<file path="config.mk">
export PLATFORM = sky130hd
export DESIGN_NAME = hit_writer
export DESIGN_NICKNAME = d
export VERILOG_FILES = /design/src/rtl/rt_pkg.sv /design/src/rtl/hit_fifo.sv /design/src/rtl/hit_writer.sv
export SDC_FILE = /design/constraint.sdc
export NUM_CORES = 1
export LEC_CHECK = 0
export ABC_AREA = 1
export CORE_ASPECT_RATIO = 0.5
export CORE_UTILIZATION = 30
export DETAILED_ROUTE_END_ITERATION = 16
export SETUP_SLACK_MARGIN = 0.2
export SLEW_MARGIN = 10
export SYNTH_ARGS = -nofsm -noshare
export SYNTH_HDL_FRONTEND = slang
export SYNTH_SLANG_ARGS = --single-unit
</file>
<file path="constraint.sdc">
create_clock -name clk -period 11.2 [get_ports clk]
set_input_delay 2.24 -clock clk [delete_from_list [all_inputs] [get_ports clk]]
set_output_delay 2.24 -clock clk [all_outputs]
set_load 0.005 [all_outputs]
</file>
<file path="src/rtl/rt_pkg.sv">
// Shared record types, constants and halfword packing for the ray-result writer.
package rt_pkg;

   localparam int REC_BYTES  = 12;
   localparam int REC_HWORDS = 6;

   localparam logic [31:0] MISS_T   = 32'h7FFF_FFFF;
   localparam logic [31:0] MISS_IDX = 32'hFFFF_FFFF;

   typedef struct packed {
      logic               hit;
      logic signed [31:0] t;
      logic [31:0]        idx;
   } hit_rec_t;

   // Little-endian halfword k of a 12-byte record.
   function automatic logic [15:0] rec_hword(input hit_rec_t rec, input logic [2:0] k);
      logic [15:0] hw;
      case (k)
         3'd0:    hw = {15'd0, rec.hit};
         3'd1:    hw = 16'd0;
         3'd2:    hw = rec.t[15:0];
         3'd3:    hw = rec.t[31:16];
         3'd4:    hw = rec.idx[15:0];
         3'd5:    hw = rec.idx[31:16];
         default: hw = 16'd0;
      endcase
      return hw;
   endfunction

endpackage

</file>
<file path="src/rtl/hit_fifo.sv">
// Synchronous result FIFO of hit_rec_t with registered full/empty flags.
// A push into a full FIFO is accepted only when a pop happens in the same cycle.
module hit_fifo
   import rt_pkg::*;
#(
   parameter int DEPTH = 4
) (
   input  logic     clk,
   input  logic     reset,
   input  logic     flush,
   input  logic     push,
   input  hit_rec_t din,
   input  logic     pop,
   output hit_rec_t dout,
   output logic     full,
   output logic     empty
);

   localparam int PTR_W = $clog2(DEPTH);

   hit_rec_t         mem_r [DEPTH];
   logic [PTR_W-1:0] wr_ptr_r;
   logic [PTR_W-1:0] rd_ptr_r;
   logic [PTR_W:0]   count_r;
   logic [PTR_W:0]   count_nxt_s;
   logic             full_r;
   logic             empty_r;
   logic             do_push_s;
   logic             do_pop_s;

   assign do_pop_s  = pop && !empty_r;
   assign do_push_s = push && (!full_r || do_pop_s);

   // Occupancy after this cycle's push/pop.
   always_comb begin
      count_nxt_s = count_r;
      case ({do_push_s, do_pop_s})
         2'b10:   count_nxt_s = count_r + (PTR_W+1)'(1);
         2'b01:   count_nxt_s = count_r - (PTR_W+1)'(1);
         default: count_nxt_s = count_r;
      endcase
   end

   // Pointers, occupancy and flags; flush wins over push/pop.
   always_ff @(posedge clk or posedge reset) begin
      if (reset) begin
         wr_ptr_r <= '0;
         rd_ptr_r <= '0;
         count_r  <= '0;
         full_r   <= 1'b0;
         empty_r  <= 1'b1;
      end else if (flush) begin
         wr_ptr_r <= '0;
         rd_ptr_r <= '0;
         count_r  <= '0;
         full_r   <= 1'b0;
         empty_r  <= 1'b1;
      end else begin
         if (do_push_s) begin
            wr_ptr_r <= wr_ptr_r + PTR_W'(1);
         end
         if (do_pop_s) begin
            rd_ptr_r <= rd_ptr_r + PTR_W'(1);
         end
         count_r <= count_nxt_s;
         full_r  <= (count_nxt_s == (PTR_W+1)'(DEPTH));
         empty_r <= (count_nxt_s == (PTR_W+1)'(0));
      end
   end

   // Storage array, no reset needed.
   always_ff @(posedge clk) begin
      if (do_push_s && !flush) begin
         mem_r[wr_ptr_r] <= din;
      end
   end

   assign dout  = mem_r[rd_ptr_r];
   assign full  = full_r;
   assign empty = empty_r;

endmodule

</file>
<file path="src/rtl/hit_writer.sv">
// Buffers closest-hit results and writes each as a 12-byte record over a 16-bit Avalon-MM master.
// Build option HIT_WRITER_COMPACT_MISS_EN: miss records write only halfwords 0 and 1.
module hit_writer
   import rt_pkg::*;
#(
   parameter int FIFO_DEPTH = 4,
   parameter int ADDR_W     = 32
) (
   input  logic              clk,
   input  logic              reset,
   input  logic              i_start,
   input  logic [ADDR_W-1:0] i_baseaddr,
   input  logic [31:0]       i_ray_cnt,
   input  logic              i_valid,
   output logic              o_ready,
   input  logic              i_hit,
   input  logic [31:0]       i_t,
   input  logic [31:0]       i_tri_index,
   output logic              o_done,
   output logic              avm_m0_write,
   output logic [ADDR_W-1:0] avm_m0_address,
   output logic [15:0]       avm_m0_writedata,
   output logic [1:0]        avm_m0_byteenable,
   input  logic              avm_m0_waitrequest
);

   localparam logic [1:0] ST_IDLE  = 2'd0;
   localparam logic [1:0] ST_WRITE = 2'd1;
   localparam logic [1:0] ST_NEXT  = 2'd2;

`ifdef HIT_WRITER_COMPACT_MISS_EN
   localparam logic COMPACT_MISS = 1'b1;
`else
   localparam logic COMPACT_MISS = 1'b0;
`endif

   logic [1:0]        state_r;
   logic [2:0]        k_r;
   hit_rec_t          rec_r;
   logic [ADDR_W-1:0] rec_addr_r;
   logic [31:0]       ray_cnt_r;
   logic [31:0]       ray_count_r;
   logic              done_r;
   logic              abort_pend_r;
   logic              dbg_overflow_unused_r;
   logic              write_r;
   logic [ADDR_W-1:0] addr_r;
   logic [15:0]       wdata_r;
   logic [1:0]        be_r;

   hit_rec_t          push_rec_s;
   hit_rec_t          fifo_dout_s;
   hit_rec_t          pop_rec_s;
   logic              fifo_full_s;
   logic              fifo_empty_s;
   logic              push_s;
   logic              pop_s;
   logic              accept_s;
   logic              last_hw_s;
   logic              leave_s;
   logic [2:0]        last_k_s;

   assign push_rec_s = '{hit: i_hit, t: i_t, idx: i_tri_index};
   assign push_s     = i_valid && !i_start;
   assign pop_s      = (state_r == ST_IDLE) && !fifo_empty_s && !done_r && !i_start;
   assign accept_s   = write_r && !avm_m0_waitrequest;
   assign last_hw_s  = (k_r == last_k_s);
   assign leave_s    = i_start || abort_pend_r;

   hit_fifo #(
      .DEPTH (FIFO_DEPTH)
   ) u_fifo (
      .clk   (clk),
      .reset (reset),
      .flush (i_start),
      .push  (push_s),
      .din   (push_rec_s),
      .pop   (pop_s),
      .dout  (fifo_dout_s),
      .full  (fifo_full_s),
      .empty (fifo_empty_s)
   );

   // Miss substitution on pop and the final halfword index of the current record.
   always_comb begin
      pop_rec_s = fifo_dout_s;
      if (!fifo_dout_s.hit) begin
         pop_rec_s.t   = MISS_T;
         pop_rec_s.idx = MISS_IDX;
      end else begin
         pop_rec_s = fifo_dout_s;
      end
      if (COMPACT_MISS && !rec_r.hit) begin
         last_k_s = 3'd1;
      end else begin
         last_k_s = 3'(REC_HWORDS - 1);
      end
   end

   // Frame control, record FSM and the registered Avalon master outputs.
   always_ff @(posedge clk or posedge reset) begin
      if (reset) begin
         state_r               <= ST_IDLE;
         k_r                   <= 3'd0;
         rec_r                 <= '0;
         rec_addr_r            <= '0;
         ray_cnt_r             <= 32'd0;
         ray_count_r           <= 32'd0;
         done_r                <= 1'b0;
         abort_pend_r          <= 1'b0;
         dbg_overflow_unused_r <= 1'b0;
         write_r               <= 1'b0;
         addr_r                <= '0;
         wdata_r               <= 16'd0;
         be_r                  <= 2'b00;
      end else begin
         if (i_start) begin
            rec_addr_r  <= i_baseaddr;
            ray_cnt_r   <= i_ray_cnt;
            ray_count_r <= 32'd0;
            done_r      <= (i_ray_cnt == 32'd0);
         end
         if (i_valid && !i_start && fifo_full_s && !pop_s) begin
            dbg_overflow_unused_r <= 1'b1;
         end
         case (state_r)
            ST_IDLE: begin
               if (pop_s) begin
                  rec_r   <= pop_rec_s;
                  k_r     <= 3'd0;
                  write_r <= 1'b1;
                  addr_r  <= rec_addr_r;
                  wdata_r <= rec_hword(pop_rec_s, 3'd0);
                  be_r    <= 2'b11;
                  state_r <= ST_WRITE;
               end
            end
            ST_WRITE: begin
               // A restart may not cut a halfword short; it takes effect once the slave accepts.
               if (accept_s) begin
                  if (leave_s || last_hw_s) begin
                     write_r      <= 1'b0;
                     be_r         <= 2'b00;
                     abort_pend_r <= 1'b0;
                     if (leave_s) begin
                        state_r <= ST_IDLE;
                     end else begin
                        done_r  <= (ray_count_r + 32'd1 == ray_cnt_r);
                        state_r <= ST_NEXT;
                     end
                  end else begin
                     k_r     <= k_r + 3'd1;
                     addr_r  <= addr_r + ADDR_W'(2);
                     wdata_r <= rec_hword(rec_r, k_r + 3'd1);
                  end
               end else if (i_start) begin
                  abort_pend_r <= 1'b1;
               end
            end
            ST_NEXT: begin
               if (!i_start) begin
                  ray_count_r <= ray_count_r + 32'd1;
                  rec_addr_r  <= rec_addr_r + ADDR_W'(REC_BYTES);
               end
               state_r <= ST_IDLE;
            end
            default: begin
               write_r <= 1'b0;
               be_r    <= 2'b00;
               state_r <= ST_IDLE;
            end
         endcase
      end
   end

   assign o_ready           = !fifo_full_s;
   assign o_done            = done_r;
   assign avm_m0_write      = write_r;
   assign avm_m0_address    = addr_r;
   assign avm_m0_writedata  = wdata_r;
   assign avm_m0_byteenable = be_r;

endmodule

</file>
==> qor.yml <==
outcome: "completed"
ys_types: 49
worst_pin_slew_ns: 1.134
hold_buffers: 0
cts_resized: 0
maxSlewViolCount: 0
first_pass_iters: 6
synth_nets: 2442
coreArea_um2: 71740
fin_crit_sh_pct: 43.54
rsz0062_at_grt: "false"
antenna_found_initial: 5
synth_area_leaders: "edfxtp_1 36%, dfrtp_1 26%, nand2_1 7.4%, o21ai_0 5.4%, nor2_1 4.8%"
wl_um: 60030
synth_largest_area_cell: "edfxtp_1"
clk_pin_slew_ns: 0.06
portBuffers: 186
gp_congestion: 0.9126
synth_edf_count: 260
die_h_um: 193.4
grt_pass1_wl_um: 93270
seq_area_frac_synth_pct: 61.27
post-cts-setup-buffers: 0
grt_use_total_pct: 15.95
critical_path_arrival_ns: 5.36
vias: 16620
yosys_warnings: 0
dp_hpwl_um: 39450
slew-limit-headroom_pct: 24.42
hold_path_class: "reg -> reg"
drive_gt1_share_pct: 5.804
grt_overflow: 0
final.min_clock_period_ns: 4.876
switchingPower_w: 0.001658
clock_latency_ns: 0.60
setup_viol: 0
seqPwrFrac_pct: 44.6
fin_util_pct: 36.82
cts.path.max_buffers: 3
avgSynthCellArea_um2: 9.584
hold_viol: 0
ys_async_sr_fraction_pct: 46.50
nNetsFinal: 2592
required_ns: 11.68
grt_max_degree: 107
num_rows: 69
p_comb_share_pct: 23.3
fin_skew_ns: 0.01396
syn_inst: 2293
synthFlopType: "edfxtp_1"
syn_area_um2: 21980
peakVddDrop_uv: 111.7
first_global_vias: 16210
critPathLaunchType: "input pin"
pwr-share-clk_pct: 32.1
synth_top_area_share_pct: 35.53
ios: 187
wl_per_cell_um: 17.45
die_w_um: 384.8
crit_path_max_fanout: 52
p_int_w: 0.003584
clock-sinks: 486
swShare_pct: 31.63
antenna_left: 0
area_growth_pct: 20.21
yosysMostFrequentCell: "nand2_1"
drc: 0
vias_per_cell: 4.831
cts_root_buf: "clkbuf_16"
dieArea_um2: 74400
max_freq_mhz: 205.1
power_density_nw_per_um2: 198.4
start_util_pct: 30.63
htreeDepth: 2
cap_violations: 0
cts_tree: "yes"
endpoint_kind: "flop"
fin_tns_setup_ns: 0
drt_iter0_markers: 1223
ys_ff_latch: 486
worstSetupPathType: "in -> reg"
cts_made_buffers: 47
ys_top_cells_by_count: "433 x nand2_1, 280 x nor2_1, 260 x edfxtp_1, 238 x o21ai_0, 225 x dfrtp_1"
p_leak_nw: 10.41
==> power by group through the flow <==
stage | registers (W) | clock network [W] | logic (W)
2_1_floorplan | 0.00231 | 0 | 0.000757
3_3_place_gp | 0.00237 | 0 | 0.00121
3_5_place_dp | 0.00237 | 0 | 0.00123
4_1_cts | 0.00234 | 0.00171 | 0.00124
5_1_grt | 0.00237 | 0.00178 | 0.00136
6_report | 0.00234 | 0.00168 | 0.00122
==> sequential cells by signal, summed over array words and instances (netlist names), named ones only <==
name / count
u_fifo.mem_r: 260
rec_r: 65
avm_m0_address: 32
ray_cnt_r: 32
ray_count_r: 32
rec_addr_r: 31
avm_m0_writedata: 16
k_r: 3
u_fifo.count_r: 3
state_r: 2
u_fifo.rd_ptr_r: 2
u_fifo.wr_ptr_r: 2
abort_pend_r: 1
avm_m0_byteenable: 1
o_done: 1
u_fifo.empty: 1
u_fifo.full: 1
==> metrics by stage <==
step / hold WS [ns] / instance area (um^2) / cells / worst slack [ns] / total power, W
global route: 0.5241 / 26410 / 3439 / 5.969 / 0.005517
floorplan: 0.4356 / 21980 / 2293 / 2.770 / 0.003062
CTS: 0.4848 / 26410 / 3439 / 6.317 / 0.005291
global placement: 0.4544 / 24770 / 3352 / 5.729 / 0.003581
detailed placement: 0.4674 / 24770 / 3352 / 5.680 / 0.003605
finish: 0.4769 / 26420 / 3441 / 6.324 / 0.005242
==> critical path: stages <==
cell and delay, ns:
buf_4 0.38, nor2_8 0.23, inv_4 0.42, nand2_1 0.09, nand2_1 0.14, nor2_4 0.07
nor2_8 0.44, clkinv_2 0.73, o21ai_0 0.29, a21oi_1 0.07, a21oi_1 0.15, inv_1 0.05
==> layer usage <==
metal  GRT usage, %  vias to the layer above  wire [um]
li1               -                     8122          -
met1          19.73                     8072      25470
met2          28.32                      313      30470
met3          2.341                      111       2095
met4          5.320                        6       1970
met5              0                        -         34
==> cell usage in the layout (no fill, tap or decap), drive strengths merged, types with 16 or more instances in the layout <==
cell,count
a21oi,87
clkbuf,60
clkdlybuf4s50,185
clkinv,21
dfrtp,225
edfxtp,260
inv,230
nand2,441
nand3,121
nand4,24
nor2,303
nor3,26
o21ai,268
o22a,25
o22ai,100
xor2,16
==> logic make-up (layout without fill, tap and decap cells) <==
family          Yosys count  in the layout  share of synthesized area (%)
compound gates          510            510                          12.96
xor+xnor                 17             17                         0.6775
fa+ha+maj                15             15                         0.8882
buf+inv                 330            518                          5.802
flops                   486            486                          61.27
mux                       7              7                         0.3188
other cells               0              2                              0
simple gates            928            928                          18.08
==> worst paths after layout <==
check / startpoint / depth (start not counted) / end / slack, ns
max in group asynchronous: reset / 3 / u_fifo.rd_ptr_r[0]$_DFFE_PP0P_ / 7.52
min in group asynchronous: reset / 2 / ray_cnt_r[6]$_DFFE_PP0P_ / 2.19
min: rec_addr_r[31]$_DFF_PP0_ / 1 / rec_addr_r[31]$_DFF_PP0_ / 0.48
min reg2reg: rec_addr_r[31]$_DFF_PP0_ / 1 / rec_addr_r[31]$_DFF_PP0_ / 0.48
max reg2reg: state_r[0]$_DFFE_PP0P_ / 12 / avm_m0_address[10]$_DFFE_PP0P_ / 7.74
max: i_start / 12 / avm_m0_address[10]$_DFFE_PP0P_ / 6.32
==> cell type report <==
class | count | area [um^2]
tap | 958 | 1199
inverter | 232 | 883.3
clock inverter | 27 | 310.3
timing repair buffer | 199 | 1957
multi-input combinational | 1477 | 7267
fill | 7129 | 45320
antenna | 2 | 5.005
clock buffer | 60 | 1329
sequential | 486 | 13470
No activity file was read; power rests on OpenSTA's default activity.
